<file path="src/rtl/tomasulo_exe.sv">
// Fixed-latency pipelined integer execution unit feeding the CDB.
// Result is computed in the issue cycle and then delayed LATENCY_N-1 stages.
module tomasulo_exe #(
  parameter int unsigned LATENCY_N = 2,
  parameter int unsigned W         = 32,
  parameter int unsigned TAG_W     = 4,
  parameter int unsigned ROBID_W   = 4,
  parameter int unsigned REG_W     = 5,
  parameter int unsigned IMM_W     = 16
) (
  input  logic                           clk,
  input  logic                           rst,
  input  logic                           flush,
  input  logic                           iss_vld_r,
  input  logic [3:0]                     iss_op,
  input  logic [W-1:0]                   iss_rdata0,
  input  logic [W-1:0]                   iss_rdata1,
  input  logic [IMM_W-1:0]               iss_imm,
  input  logic [TAG_W-1:0]               iss_tag,
  input  logic [ROBID_W-1:0]             iss_robid,
  input  logic [REG_W-1:0]               iss_wa,
  output logic                           cdb_vld_r,
  output logic [TAG_W-1:0]               cdb_tag_r,
  output logic [W-1:0]                   cdb_wdata_r,
  output logic [ROBID_W-1:0]             cdb_robid_r,
  output logic [REG_W-1:0]               cdb_wa_r,
  output logic                           cdb_err_r,
  output logic [$clog2(LATENCY_N+1)-1:0] inflight_r
);

  localparam int unsigned CW = $clog2(LATENCY_N + 1);
  localparam int unsigned PW = TAG_W + ROBID_W + REG_W + W;

  logic                 accept;
  logic                 illegal;
  logic [W-1:0]         imm_ext;
  logic [W-1:0]         res;
  logic [LATENCY_N-1:0] vld_q, vld_d;
  logic [LATENCY_N-1:0] err_q, err_d;
  logic [PW-1:0]        pl_q [LATENCY_N];
  logic [CW-1:0]        cnt_q, cnt_d;

  // An op presented in a flush cycle is dropped along with everything in flight.
  assign accept  = iss_vld_r & ~flush;
  assign imm_ext = {{(W - IMM_W){iss_imm[IMM_W-1]}}, iss_imm};

  always_comb begin
    res     = '0;
    illegal = 1'b0;
    case (iss_op)
      4'd0:    res = iss_rdata0 + iss_rdata1;
      4'd1:    res = iss_rdata0 - iss_rdata1;
      4'd2:    res = iss_rdata0 & iss_rdata1;
      4'd3:    res = iss_rdata0 | iss_rdata1;
      4'd4:    res = iss_rdata0 ^ iss_rdata1;
      4'd5:    res = iss_rdata0 << iss_rdata1[4:0];
      4'd6:    res = iss_rdata0 >> iss_rdata1[4:0];
      4'd7:    res = iss_rdata0 + imm_ext;
      4'd8:    res = {{(W - 1){1'b0}}, ($signed(iss_rdata0) < $signed(iss_rdata1))};
      default: illegal = 1'b1;
    endcase
  end

  always_comb begin
    vld_d    = '0;
    err_d    = '0;
    vld_d[0] = accept;
    err_d[0] = accept & illegal;
    for (int k = 1; k < LATENCY_N; k++) begin
      vld_d[k] = vld_q[k-1] & ~flush;
      err_d[k] = err_q[k-1] & ~flush;
    end
  end

  always_comb begin
    cnt_d = cnt_q;
    if (flush) begin
      cnt_d = '0;
    end else begin
      cnt_d = cnt_q + CW'(accept) - CW'(vld_q[LATENCY_N-1]);
    end
  end

  always_ff @(posedge clk or negedge rst) begin
    if (!rst) begin
      vld_q <= '0;
      err_q <= '0;
      cnt_q <= '0;
    end else begin
      vld_q <= vld_d;
      err_q <= err_d;
      cnt_q <= cnt_d;
    end
  end

  // Payload is unreset and only moves alongside a valid op.
  always_ff @(posedge clk) begin
    if (iss_vld_r) begin
      pl_q[0] <= {iss_tag, iss_robid, iss_wa, res};
    end
    for (int k = 1; k < LATENCY_N; k++) begin
      if (vld_q[k-1]) begin
        pl_q[k] <= pl_q[k-1];
      end
    end
  end

  assign cdb_vld_r  = vld_q[LATENCY_N-1];
  assign cdb_err_r  = err_q[LATENCY_N-1];
  assign inflight_r = cnt_q;
  assign {cdb_tag_r, cdb_robid_r, cdb_wa_r, cdb_wdata_r} = pl_q[LATENCY_N-1];

  a_inflight_max: assert property (@(posedge clk) disable iff (!rst)
    inflight_r <= CW'(LATENCY_N));
  a_err_qual: assert property (@(posedge clk) disable iff (!rst)
    !cdb_vld_r |-> !cdb_err_r);
  a_vld_known: assert property (@(posedge clk) disable iff (!rst)
    !$isunknown(cdb_vld_r));

endmodule

</file>
<file path="config.mk">
export PLATFORM = sky130hd
export DESIGN_NAME = tomasulo_exe
export DESIGN_NICKNAME = d
export VERILOG_FILES = /design/src/rtl/tomasulo_exe.sv
export SDC_FILE = /design/constraint.sdc
export NUM_CORES = 1
export LEC_CHECK = 0
export CAP_MARGIN = 20
export CORE_AREA = 4 4 161 163
export CTS_CLUSTER_DIAMETER = 60
export DETAILED_ROUTE_END_ITERATION = 10
export DIE_AREA = 0 0 165 167
export GPL_TIMING_DRIVEN = 0
export PLACE_DENSITY_LB_ADDON = 0.3
export RECOVER_POWER = 50
export SLEW_MARGIN = 10
export SYNTH_ARGS = -nofsm -noshare
export SYNTH_HDL_FRONTEND = slang
export SYNTH_SLANG_ARGS = --single-unit
</file>
<file path="constraint.sdc">
create_clock -name clk -period 4 [get_ports clk]
set_clock_uncertainty 0.1 [all_clocks]
set_input_delay 0.8 -clock clk [delete_from_list [all_inputs] [get_ports clk]]
set_output_delay 0.8 -clock clk [all_outputs]
set_load 0.1 [all_outputs]
</file>
==> results of run 1 <==
==> synthesized netlist by cell type, types with 31 or more instances <==
library cell  number  area [sq um]
o21ai_0          144           721
ha_1             135          1690
nor2_1           127           477
a21oi_1          113           566
inv_1            100           375
nand2_1           92           345
edfxtp_1          90          2700
clkbuf_1          56           210
mux2i_1           52           521
buf_4             46           345
mux4_2            37           833
xnor2_1           37           324
a22oi_1           31           233
==> power breakdown <==
part | switching, uW | internal (uW) | total (uW)
sequential | 31.0 | 1220 | 1250
combinational | 1520 | 853 | 2380
clock | 522 | 450 | 972
==> cell usage in the layout (no fill, tap or decap), types with 18 or more instances in the layout <==
cell,synthesis,routed
a21oi_1,113,89
nand2b_1,22,22
mux4_2,37,37
o211ai_1,18,18
nor3_1,25,25
clkdlybuf4s50_1,0,102
nand3_1,25,22
nand2_1,92,85
edfxtp_1,90,90
a21oi_2,1,19
clkbuf_1,56,43
o21ai_0,144,122
inv_1,100,94
ha_1,135,117
buf_4,46,122
xnor2_1,37,36
nor2_1,127,124
a22oi_1,31,31
mux2i_1,52,48
==> logic make-up (layout without fill, tap and decap cells) <==
kind of cell,after synthesis,count (layout),share of synthesized area
xor+xnor,50,50,0.0364
flops,96,96,0.237
compound gates,459,459,0.243
simple gates,357,357,0.137
mux,94,94,0.117
buf+inv,226,471,0.0863
fa+ha+maj,137,137,0.144
==> path summary, 6_finish.rpt <==
path	startpoint	to	slack, ps	cells past startpoint
worst max-delay path	iss_rdata0[2]	pl_q[0][31]$_DFFE_PP_	-200	13
worst min-delay path	pl_q[0][6]$_DFFE_PP_	pl_q[0][51]$_DFFE_PP_	310	0
max in group asynchronous	rst	vld_q[0]$_DFF_PN0_	2950	1
worst max register to register	vld_q[0]$_DFF_PN0_	pl_q[0][56]$_DFFE_PP_	1190	1
min in group asynchronous	rst	err_q[1]$_DFF_PN0_	630	1
worst min register to register	pl_q[0][6]$_DFFE_PP_	pl_q[0][51]$_DFFE_PP_	310	0
==> sequential cells by signal, summed over array words and instances (netlist names) <==
| signal | count |
|---|---|
| err_q | 2 |
| inflight_r | 2 |
| pl_q | 90 |
| vld_q | 2 |
==> area by class of cell <==
class | count | area [sq um]
Multi-Input combinational cell | 1097 | 8900
Sequential cell | 96 | 2850
Inverter | 101 | 405
Clock buffer | 9 | 225
Tap cell | 324 | 405
Fill cell | 1861 | 8350
Clock inverter | 7 | 86.3
Buffer | 120 | 905
Timing Repair Buffer | 234 | 2190
==> worst max-delay path, stage by stage <==
cell	delay, ps
dlygate4sd2_1	510
inv_1	160
ha_4	310
nand2b_1	90
o311a_1	180
or4b_4	540
a31oi_4	230
o21ai_4	140
buf_6	160
a31o_4	240
o22ai_4	230
mux2i_1	100
or4_1	530
==> repair_timing <==
item                       4_1_cts  5_1_grt
setup endpoints to repair       32       25
gates resized for setup        183      101
gates cloned                     3        0
buffers inserted                58       22
pin swaps                       53       44
==> per-stage QoR <==
stage	std cells	setup slack, ps
global placement	1892	-1840
finish	1988	-204
floorplan	1419	-30.6
global route	1988	-261
CTS	1969	-140
detailed placement	1894	-1850
==> routing by layer <==
metal / routed length [um] / GRT usage
met5: 66 / 0
met2: 27100 / 0.661
met1: 22600 / 0.546
met4: 5440 / 0.278
met3: 8010 / 0.117
==> impl_metrics.tcl, run 1 <==
set metrics [dict create \
    outcome "finished with violations" \
    violations "capacitance limit, slew limit, setup timing" \
    die_w_um 165 \
    final_max_slew_viol_count 37 \
    via_count 13900 \
    grt_setup_unrepaired "true" \
    floorplan.die_area_sq_mm 0.0276 \
    numClockSinks 96 \
    drt_wl_total_um 63300 \
    ctsHoldBuffers 0 \
    layout_utilization 0.657 \
    final_period_minus_worst_setup_slack_ps 4200 \
    post_dp_cell_area_sq_mm 0.0142 \
    synth_edf_count 90 \
    arrival_ps 4230 \
    start_util 0.495 \
    setup_violation_total_in_the_final_timing_report 16 \
    cts_tree "built" \
    clock_latency_ps 380 \
    crit_path_max_fanout 8 \
    synth_instances 1419 \
    drive_above_1_share 0.212 \
    cts_made_buffers 9 \
    finalWeightedCongestion 1.12 \
    worst_hold_path_type "flop to flop" \
    post_drt_wl_per_cell_um 31.8 \
    crit_type "input pin to flop" \
    crit_path_end_kind "flop" \
    synthToLayoutAreaGrowth_pct 32.6 \
    slew-limit-headroom -0.429 \
    hold_viol_final 0 \
    worst-endpoint-required_ps 4020 \
    fmax_mhz 238 \
    clk_pin_slew_worst_paths_ps 100 \
    ys_types 75 \
    startpoint_type "input pin" \
    design.core.area_sq_mm 0.0243 \
    maxCapViolCount 1 \
    finalSetupTns_ps -1370 \
    synthArstFlopShare 0.0625 \
    dr.pass1.iters 9 \
    number_of_global_route_vias_before_repair 13400 \
    whs_ps 314 \
    yosys_most_used_dff "edfxtp_1" \
    grt_use_total 0.436 \
    grt_pass1_wl_um 87700 \
    syn-cell-area_sq_mm 0.0120 \
    drt_iter0_markers 2089 \
    post-dp-hpwl_um 45200 \
    cts-root-to-sink-buffers 2 \
    cts.htree.levels 3 \
    ir_worst_vdd_v 0.000229 \
    totalPowerFinal_uw 4600 \
    rows 57 \
    finalNetCount 1897 \
    global_route.overflow_total 0 \
    yosysWarningCount 0 \
    least_setup_slack_across_all_paths_after_layout_ps -204 \
    final_non_filler_cell_area_sq_mm 0.0160 \
    synth_fp_nets 1657 \
    power.density_cell_area_mw_per_mm2 288 \
    die_y_extent_um 167 \
    synth-seq-area-share 0.237 \
    via_per_inst 7.01 \
    num_antenna_cells 0 \
    grt_max_degree 37 \
    place.port_buffers 149 \
    layout_worst_path_cycle_share 1.05 \
    max_slew.worst_pin.slew_ps 2140 \
    syn-mean-instance-area_sq_um 8.49 \
    total_leakage_power_uw 0.00653 \
    ys_ff_latch 96 \
    detail-route-antenna-nets 0 \
    io_pins 150 \
    drcViolationCount 0 \
    antenna_found_initial 4 \
    clk_root_buffer_cell "clkbuf_16" \
]
(Power assumes the default switching activity.)
==> run 2, diff against run 1 <==
--- a/config.mk
+++ b/config.mk
@@ -13,7 +13,7 @@
 export GPL_TIMING_DRIVEN = 0
 export PLACE_DENSITY_LB_ADDON = 0.3
 export RECOVER_POWER = 50
-export SLEW_MARGIN = 10
+export SLEW_MARGIN = 20
 export SYNTH_ARGS = -nofsm -noshare
 export SYNTH_HDL_FRONTEND = slang
 export SYNTH_SLANG_ARGS = --single-unit
==> impl_metrics.tcl, run 2 (synthesis gave the netlist of run 1 again) <==
set metrics [dict create \
    global_route.overflow_total 0 \
    timing.rr.end "pl_q[0][60]$_DFFE_PP_" \
    cts_tree "built" \
    fmax_mhz 239 \
    finalWeightedCongestion 1.12 \
    synthToLayoutAreaGrowth_pct 33.0 \
    largest_register_ff_count 90 \
    post-dp-hpwl_um 45200 \
    cpPeakStageDelay_ps 530 \
    crit_path_top_delay_cell "or4_1" \
    die_w_um 165 \
    largest_register_by_flop_count "pl_q" \
    min_path_cells 0 \
    final_non_filler_cell_area_sq_mm 0.0160 \
    maxCapViolCount 1 \
    arrival_ps 4180 \
    crit_path_max_fanout 4 \
    whs_endpoint "pl_q[0][52]$_DFFE_PP_" \
    die_y_extent_um 167 \
    drt_wl_total_um 63500 \
    worst_hold_path_type "flop to flop" \
    cts-root-to-sink-buffers 2 \
    power.density_cell_area_mw_per_mm2 288 \
    most_common_library_cell_in_the_layout_ignoring_fill_and_taps "nor2_1" \
    dr.pass1.iters 7 \
    final_max_slew_viol_count 34 \
    outcome "finished with violations" \
    crit_type "input pin to flop" \
    design.core.area_sq_mm 0.0243 \
    post_dp_cell_area_sq_mm 0.0142 \
    violations "capacitance limit, slew limit, setup timing" \
    final_period_minus_worst_setup_slack_ps 4180 \
    worstPathCellList "buf_8 -> clkbuf_8 -> inv_8 -> buf_12 -> clkbuf_16 -> buf_12 -> buf_4 -> o21ai_4 -> ha_4 -> o21ai_2 -> o211ai_1 -> a311oi_4 -> buf_6 -> o21ai_4 -> a41oi_4 -> o31ai_4 -> o21ai_1 -> or4_1" \
    drcViolationCount 0 \
    layout_utilization 0.659 \
    most-common-layout-cells "126 x nor2_1, 119 x buf_4, 118 x o21ai_0, 116 x ha_1, 103 x clkdlybuf4s50_1" \
    drive_above_1_share 0.211 \
    via_per_inst 7.00 \
    grt_setup_unrepaired "true" \
    grt_use_total 0.437 \
    cts_made_buffers 9 \
    hold_viol_final 0 \
    number_of_global_route_vias_before_repair 13400 \
    critical_path.n_buffers_inverters 8 \
    crit_path_end_kind "flop" \
    via_count 13900 \
    cts.htree.levels 3 \
    start_util 0.495 \
    totalPowerFinal_uw 4610 \
    setup_violation_total_in_the_final_timing_report 13 \
    worst-endpoint-required_ps 4010 \
    total_leakage_power_uw 0.00651 \
    layout_worst_path_cycle_share 1.04 \
    floorplan.die_area_sq_mm 0.0276 \
    drt_iter0_markers 2396 \
    clock_latency_ps 370 \
    startpoint_type "input pin" \
    min_from "pl_q[0][7]$_DFFE_PP_" \
    place.detailed.instances 1894 \
    grt_pass1_wl_um 88000 \
    rows 57 \
    place.port_buffers 149 \
    least_setup_slack_across_all_paths_after_layout_ps -177 \
    finalNetCount 1895 \
    r2r_setup_slack_ps 1340 \
    critical_path.reg2reg.startpoint "vld_q[0]$_DFF_PN0_" \
    numClockSinks 96 \
    ctsHoldBuffers 0 \
    antenna_found_initial 1 \
    grt_max_degree 34 \
    worst_r2r_path_depth 1 \
    detail-route-antenna-nets 0 \
    io_pins 150 \
    clk_pin_slew_worst_paths_ps 90 \
    ir_worst_vdd_v 0.000211 \
    worst_path_top_cell_family_by_delay "compound AO/OA/AOI/OAI gates" \
    max_slew.worst_pin.slew_ps 2040 \
    clk_root_buffer_cell "clkbuf_16" \
    slew-limit-headroom -0.362 \
    final.fill_count 1880 \
    final-instance-count-excl-fill 1988 \
    post_drt_wl_per_cell_um 31.9 \
    pre_cts_slack_ps -1810 \
]
run 2: cell types whose count changed in the layout (fill, tap and decap cells not counted), sizes merged:
cell,delta
buf,-4
clkbuf,+3
diode,+2
dlymetal6s2s,-2
clkdlybuf4s50,+1
run 2: power by group:
group	switching, uW	total (uW)	internal, uW
sequential	31.3	1250	1220
combinational	1540	2400	861
clock	517	967	450
total	2090	4610	2530
run 2: final cells by class:
class | instances | area (sq um) | area share
clock buffers | 9 | 225 | 0.0141
plain buffers | 120 | 892 | 0.0557
diodes | 2 | 5.00 | 0.000312
multi-input cells | 1097 | 8960 | 0.560
well taps | 324 | 405 | 0.0253
flip-flops and latches | 96 | 2850 | 0.178
inverters | 101 | 405 | 0.0253
clock inverters | 7 | 86.3 | 0.00539
repair buffers | 232 | 2180 | 0.136
run 2: worst max-delay path by stage:
stage | slack [ps] | from | cells after the start | endpoint
5_1_grt | -280 | iss_op[2] | 17 | pl_q[0][29]$_DFFE_PP_
6_report | -180 | iss_rdata1[2] | 18 | pl_q[0][29]$_DFFE_PP_
3_5_place_dp | -1810 | iss_rdata1[3] | 14 | pl_q[0][24]$_DFFE_PP_
3_3_place_gp | -1840 | iss_rdata1[3] | 14 | pl_q[0][24]$_DFFE_PP_
4_1_cts | -110 | iss_op[3] | 19 | pl_q[0][29]$_DFFE_PP_
2_1_floorplan | -30 | iss_rdata1[2] | 14 | pl_q[0][29]$_DFFE_PP_
run 2: routing by layer:
layer | vias to the layer above | routed length, um | track usage
met5 | - | 0 | 0
li1 | 5699 | - | -
met3 | 391 | 7990 | 0.127
met1 | 6500 | 22900 | 0.545
met4 | 0 | 5670 | 0.279
met2 | 1332 | 26900 | 0.658
run 2: metrics by stage:
| stage | setup TNS (ps) | hold WS (ps) |
|---|---|---|
| floorplan | -30.6 | 300 |
| global placement | -36720 | 300 |
| detailed placement | -37290 | 305 |
| CTS | -406 | 324 |
| global route | -1530 | 327 |
| finish | -947 | 326 |
run 2: repair_timing:
action	4_1_cts	5_1_grt
buffers inserted	58	21
resized for setup	203	97
pin swaps	50	39
setup endpoints to repair	32	21
cloned	3	0
